**config.mk**
```make
export PLATFORM = sky130hd
export DESIGN_NAME = seq_bit_serializer
export DESIGN_NICKNAME = d
export VERILOG_FILES = /design/src/rtl/seq_pkg.sv /design/src/rtl/seq_sync_fifo.sv /design/src/rtl/seq_bit_serializer.sv
export SDC_FILE = /design/constraint.sdc
export NUM_CORES = 1
export LEC_CHECK = 0
export ABC_AREA = 0
export ABC_CLOCK_PERIOD_IN_PS = 3500
export CAP_MARGIN = 40
export CORE_MARGIN = 2
export CORE_UTILIZATION = 55
export DETAILED_ROUTE_END_ITERATION = 8
export GPL_ROUTABILITY_DRIVEN = 0
export PLACE_DENSITY = 0.87
export SLEW_MARGIN = 20
export SYNTH_ARGS = -nofsm -noshare
export SYNTH_HDL_FRONTEND = slang
export SYNTH_HIERARCHICAL = 1
export SYNTH_SLANG_ARGS = --single-unit
```
**constraint.sdc**
```tcl
create_clock -name clk -period 3.5 [get_ports clk]
set_input_delay 1.05 -clock clk [delete_from_list [all_inputs] [get_ports clk]]
set_output_delay 1.05 -clock clk [all_outputs]
set_load 0.05 [all_outputs]
```
**src/rtl/seq_pkg.sv**
```systemverilog
// Shared definitions for the serial-stream front end of the sequence detector.
//   ser_state_e : serializer FSM states
//   SER_DATA_W  : default word width
//   SER_DEPTH   : default FIFO depth
//   lvl_w()     : width of a FIFO occupancy count for a given depth
package seq_pkg;

  typedef enum logic {
    SER_IDLE  = 1'b0,
    SER_SHIFT = 1'b1
  } ser_state_e;

  localparam int SER_DATA_W = 8;
  localparam int SER_DEPTH  = 4;

  // Occupancy must represent 0..DEPTH inclusive, hence the extra bit.
  function automatic int lvl_w(input int depth);
    return $clog2(depth) + 1;
  endfunction

  localparam int SER_LEVEL_W = lvl_w(SER_DEPTH);

endpackage

```
**src/rtl/seq_sync_fifo.sv**
```systemverilog
// Synchronous first-word-fall-through FIFO.
//   clk, rst_n : clock, synchronous active-low reset
//   push_i     : write wdata_i (caller guarantees !full_o)
//   pop_i      : drop the head (caller guarantees level_o != 0)
//   rdata_o    : current head word
//   level_o    : occupancy 0..DEPTH
//   full_o     : level_o == DEPTH
module seq_sync_fifo
  import seq_pkg::*;
#(
  parameter int DATA_W = SER_DATA_W,
  parameter int DEPTH  = SER_DEPTH,
  localparam int LW    = lvl_w(DEPTH),
  localparam int AW    = $clog2(DEPTH)
) (
  input  logic              clk,
  input  logic              rst_n,
  input  logic              push_i,
  input  logic              pop_i,
  input  logic [DATA_W-1:0] wdata_i,
  output logic [DATA_W-1:0] rdata_o,
  output logic [LW-1:0]     level_o,
  output logic              full_o
);

  logic [DATA_W-1:0] mem_q [DEPTH];
  logic [AW-1:0]     wr_ptr_q, rd_ptr_q;
  logic [LW-1:0]     level_q, level_d;

  // Pointers wrap naturally because DEPTH is a power of two.
  always_ff @(posedge clk) begin
    if (!rst_n) begin
      wr_ptr_q <= '0;
      rd_ptr_q <= '0;
      level_q  <= '0;
    end else begin
      if (push_i) wr_ptr_q <= wr_ptr_q + 1'b1;
      if (pop_i)  rd_ptr_q <= rd_ptr_q + 1'b1;
      level_q <= level_d;
    end
  end

  always_comb begin
    level_d = level_q;
    case ({push_i, pop_i})
      2'b10:   level_d = level_q + 1'b1;
      2'b01:   level_d = level_q - 1'b1;
      default: level_d = level_q;
    endcase
  end

  // Storage carries no reset; occupancy alone decides what is valid.
  always_ff @(posedge clk) begin
    if (push_i) mem_q[wr_ptr_q] <= wdata_i;
  end

  assign rdata_o = mem_q[rd_ptr_q];
  assign level_o = level_q;
  assign full_o  = (level_q == LW'(DEPTH));

endmodule

```
**src/rtl/seq_bit_serializer.sv**
```systemverilog
// Word-to-bit serializer feeding the sequence detector's serial input.
//   clk, rst_n         : clock, synchronous active-low reset
//   s_valid/s_ready    : upstream word handshake, s_data is the word
//   bit_en             : downstream consumes the current bit this cycle
//   bit_out/bit_valid  : serial bit and its qualifier
//   bit_last           : current bit is the last of its word
//   level              : FIFO occupancy, not counting the word being shifted
module seq_bit_serializer
  import seq_pkg::*;
#(
  parameter int DATA_W    = SER_DATA_W,
  parameter int DEPTH     = SER_DEPTH,
  parameter int MSB_FIRST = 1,
  localparam int LW       = lvl_w(DEPTH)
) (
  input  logic              clk,
  input  logic              rst_n,
  input  logic              s_valid,
  output logic              s_ready,
  input  logic [DATA_W-1:0] s_data,
  input  logic              bit_en,
  output logic              bit_out,
  output logic              bit_valid,
  output logic              bit_last,
  output logic [LW-1:0]     level
);

  localparam int CW = $clog2(DATA_W);

  ser_state_e        state_q, state_d;
  logic [DATA_W-1:0] sreg_q, sreg_d;
  logic [CW-1:0]     cnt_q, cnt_d;

  logic              full, push, pop, fifo_nempty;
  logic [DATA_W-1:0] head;

  // rst_n gating keeps upstream from seeing ready while reset is held.
  assign s_ready     = rst_n & ~full;
  assign push        = s_valid & s_ready;
  assign fifo_nempty = (level != '0);

  seq_sync_fifo #(.DATA_W(DATA_W), .DEPTH(DEPTH)) u_fifo (
    .clk     (clk),
    .rst_n   (rst_n),
    .push_i  (push),
    .pop_i   (pop),
    .wdata_i (s_data),
    .rdata_o (head),
    .level_o (level),
    .full_o  (full)
  );

  always_ff @(posedge clk) begin
    if (!rst_n) begin
      state_q <= SER_IDLE;
      sreg_q  <= '0;
      cnt_q   <= '0;
    end else begin
      state_q <= state_d;
      sreg_q  <= sreg_d;
      cnt_q   <= cnt_d;
    end
  end

  always_comb begin
    state_d = state_q;
    sreg_d  = sreg_q;
    cnt_d   = cnt_q;
    pop     = 1'b0;
    case (state_q)
      SER_IDLE: begin
        if (fifo_nempty) begin
          pop     = 1'b1;
          sreg_d  = head;
          cnt_d   = CW'(DATA_W - 1);
          state_d = SER_SHIFT;
        end
      end
      SER_SHIFT: begin
        if (bit_en) begin
          if (cnt_q != '0) begin
            sreg_d = (MSB_FIRST != 0) ? {sreg_q[DATA_W-2:0], 1'b0}
                                      : {1'b0, sreg_q[DATA_W-1:1]};
            cnt_d  = cnt_q - 1'b1;
          end else if (fifo_nempty) begin
            // Reload on the last bit so consecutive words abut.
            pop    = 1'b1;
            sreg_d = head;
            cnt_d  = CW'(DATA_W - 1);
          end else begin
            state_d = SER_IDLE;
          end
        end
      end
      default: state_d = SER_IDLE;
    endcase
  end

  // Shifter contents may be stale in IDLE, so every output is qualified.
  assign bit_valid = (state_q == SER_SHIFT);
  assign bit_out   = bit_valid & ((MSB_FIRST != 0) ? sreg_q[DATA_W-1] : sreg_q[0]);
  assign bit_last  = bit_valid & (cnt_q == '0);

endmodule

```
==> flow_metrics.tcl <==
set metrics [dict create \
    tritoncts "built" \
    synth_nets 169 \
    drt_iter0_markers 72 \
    ant_nets 0 \
    pwr-share-clk 0.231 \
    drv_slew 0 \
    avgSynthCellArea_um2 14.95 \
    synthesis.area_um2 2227 \
    p_int_w 0.001387 \
    portBuffers 18 \
    drt-total-wl_um 3559 \
    grt_max_degree 23 \
    crit_top_cell "inv_1" \
    io_pins 19 \
    crit_chain "clkdlybuf4s50_1, inv_1, o21ai_1, nand2_2, inv_1, ha_1, inv_1, fa_1, xor2_1, or3_1, a21boi_1" \
    fin_crit_ns 3.022 \
    outcome "finished, final reports clean" \
    vias 1258 \
    p_switching_w 0.0006553 \
    cp.required_ns 3.74 \
    insertedDiodeCount 0 \
    antenna_found_initial 0 \
    ys_warn_count 6 \
    min_path_type "flip-flop to flip-flop" \
    max_slew_margin 0.6639 \
    dp_hpwl_um 2534 \
    yosysSeqAreaShare 0.6202 \
    cp.arrival_ns 3.26 \
    synth_cells 149 \
    fp.dieArea_um2 4574 \
    cts_setup_buffers 0 \
    cts_max_level 2 \
    post_cts_resize_count 0 \
    timing.setup.tns_ns 0 \
    end_kind "flip-flop" \
    clk_latency_ns 0.30 \
    setup-violations-final 0 \
    cts.path.max_buffers 2 \
    final_nets 194 \
    drt-pass1-iter-count 4 \
    p_comb_frac 0.340 \
    fmax_mhz 330.9 \
    skew_ns 0.006576 \
    clk_pin_slew_ns 0.09 \
    start_util 0.5649 \
    wl_per_cell_um 15.82 \
    final_common_cell "edfxtp_1" \
    core_area_um2 3943 \
    die_w_um 67.64 \
    setup.worst_path.start_class "input pin" \
    critical_path.max_stage_delay_ns 0.54 \
    tightest_slew_ns 0.5035 \
    cts_hold_buf 0 \
    final_cell_mix "edfxtp_1 (32), dfxtp_1 (21), clkdlybuf4s50_1 (17)" \
    fin_hold_ws_ns 0.4824 \
    grt-ovfl-total 0 \
    power_leakage_nw 0.9368 \
    seqPwrFrac 0.429 \
    cp_max_fo 4 \
    fin_crit_sh 0.8634 \
    clock_sinks 53 \
    route.detailed.drc 0 \
    grt_pass1_vias 1262 \
    cts-root-buf "clkbuf_8" \
    rsz0062_at_grt "false" \
    critPathSlowestCell "clkdlybuf4s50_1" \
    crit_type "input pin to flip-flop" \
    cts_inserted_buffers 5 \
    ys_seq_elements 53 \
    p_per_area_nw_per_um2 780.6 \
    rows 23 \
    grt_pass1_wl_um 5775 \
    ir_worst_vdd_mv 0.3646 \
    routed_via_density 5.591 \
    swShare 0.3209 \
    synthDistinctLibCells 39 \
    cp_top_family "buffers and inverters" \
    die_y_um 67.64 \
    max_cap_viol_count 0 \
    syn_to_final_growth_pct 17.47 \
    finalHoldViolCount 0 \
    cp_num_buf_inv 4 \
    layout-drive-gt1-share 0.1657 \
    groute.usage.overall 0.1806 \
]
state kept, by name (all words and copies together) (netlist names), named ones only:
signal and flops:
cnt_q 3, u_fifo/level_o 3, sreg_q 8, u_fifo/mem_q 32
u_fifo/rd_ptr_q 2, u_fifo/wr_ptr_q 2, bit_valid 1
cell usage after synthesis, drive strengths merged:
library cell | count | area [µm²]
or3 | 2 | 12.51
nor3 | 1 | 10.01
o22ai | 1 | 6.260
and2 | 12 | 76.33
mux4 | 8 | 180.2
a41o | 1 | 10.01
a21boi | 2 | 15.02
ha | 7 | 87.58
o21a | 6 | 45.04
or2 | 1 | 6.260
inv | 12 | 45.04
clkbuf | 2 | 8.750
nand2b | 2 | 20.02
o311ai | 1 | 8.760
nand2 | 8 | 40.04
and3 | 2 | 13.77
o221a | 7 | 78.83
nor2b | 2 | 12.51
fa | 1 | 20.02
a31oi | 2 | 12.51
dfxtp | 21 | 420.4
nand3 | 1 | 10.01
o21ai | 5 | 25.02
and2b | 1 | 10.01
mux2i | 1 | 10.01
edfxtp | 32 | 960.9
xnor2 | 2 | 17.52
xor2 | 3 | 26.28
a21oi | 1 | 16.27
o21ba | 1 | 10.01
buf | 1 | 11.26
cell type report:
cell class | count | area (µm²)
Timing Repair Buffer | 21 | 212.7
Clock buffer | 5 | 68.82
Multi-Input combinational cell | 81 | 780.7
Tap cell | 50 | 62.56
Inverter | 12 | 45.04
Clock inverter | 3 | 65.06
Fill cell | 276 | 1326
Sequential cell | 53 | 1381
per-stage QoR:
stage	area [µm²]	power, W	utilization	worst slack [ns]	instances
after floorplan	2227	0.001404	-	0.3312	149
after global placement	2482	0.001547	0.6296	0.2496	217
after detailed placement	2482	0.001588	0.6296	0.1671	217
after CTS	2616	0.002061	0.6636	0.4696	225
after global routing	2616	0.002161	0.6636	0.3681	225
final	2616	0.002042	0.6636	0.4782	225
final timing paths:
check,from,to,slack [ns],cells after the start
worst min-delay path,sreg_q[0]$_SDFFE_PN0P_,sreg_q[0]$_SDFFE_PN0P_,0.48,2
worst max-delay path,bit_en,u_fifo/level_o[2]$_SDFFE_PN0P_,0.48,11
worst min register to register,sreg_q[0]$_SDFFE_PN0P_,sreg_q[0]$_SDFFE_PN0P_,0.48,2
worst max register to register,cnt_q[0]$_SDFFE_PN0P_,u_fifo/level_o[2]$_SDFFE_PN0P_,1.12,12
tightest hold or removal path, stage by stage (launching register included):
cell,delay [ns]
dfxtp_1,0.32
nand2_1,0.06
o22ai_1,0.06
logic make-up (layout without fill, tap and decap cells):
| family | after synthesis | after routing | share of synthesized area |
|---|---|---|---|
| muxes | 9 | 9 | 0.08539 |
| and+or+nand+nor | 32 | 32 | 0.09495 |
| adders and majority gates | 8 | 8 | 0.04831 |
| AOI/OAI and AO/OA | 27 | 27 | 0.1023 |
| DFF | 53 | 53 | 0.6202 |
| xor gates and xnor gates | 5 | 5 | 0.01967 |
| buffers and inverters | 15 | 41 | 0.02921 |
routing by layer:
layer  wire length [µm]  GRT usage
met1               1542     0.2074
met2               1825     0.3174
met5                  0          0
met4                 70    0.07653
met3                121    0.04667
power groups by stage:
| stage | sequential, W | combinational [W] | clock [W] |
|---|---|---|---|
| after floorplan | 0.000900 | 0.000504 | 0 |
| after global placement | 0.000884 | 0.000663 | 0 |
| after detailed placement | 0.000893 | 0.000696 | 0 |
| after CTS | 0.000879 | 0.000699 | 0.000483 |
| after global routing | 0.000898 | 0.000755 | 0.000508 |
| final | 0.000876 | 0.000694 | 0.000472 |
(Power assumes the default switching activity.)
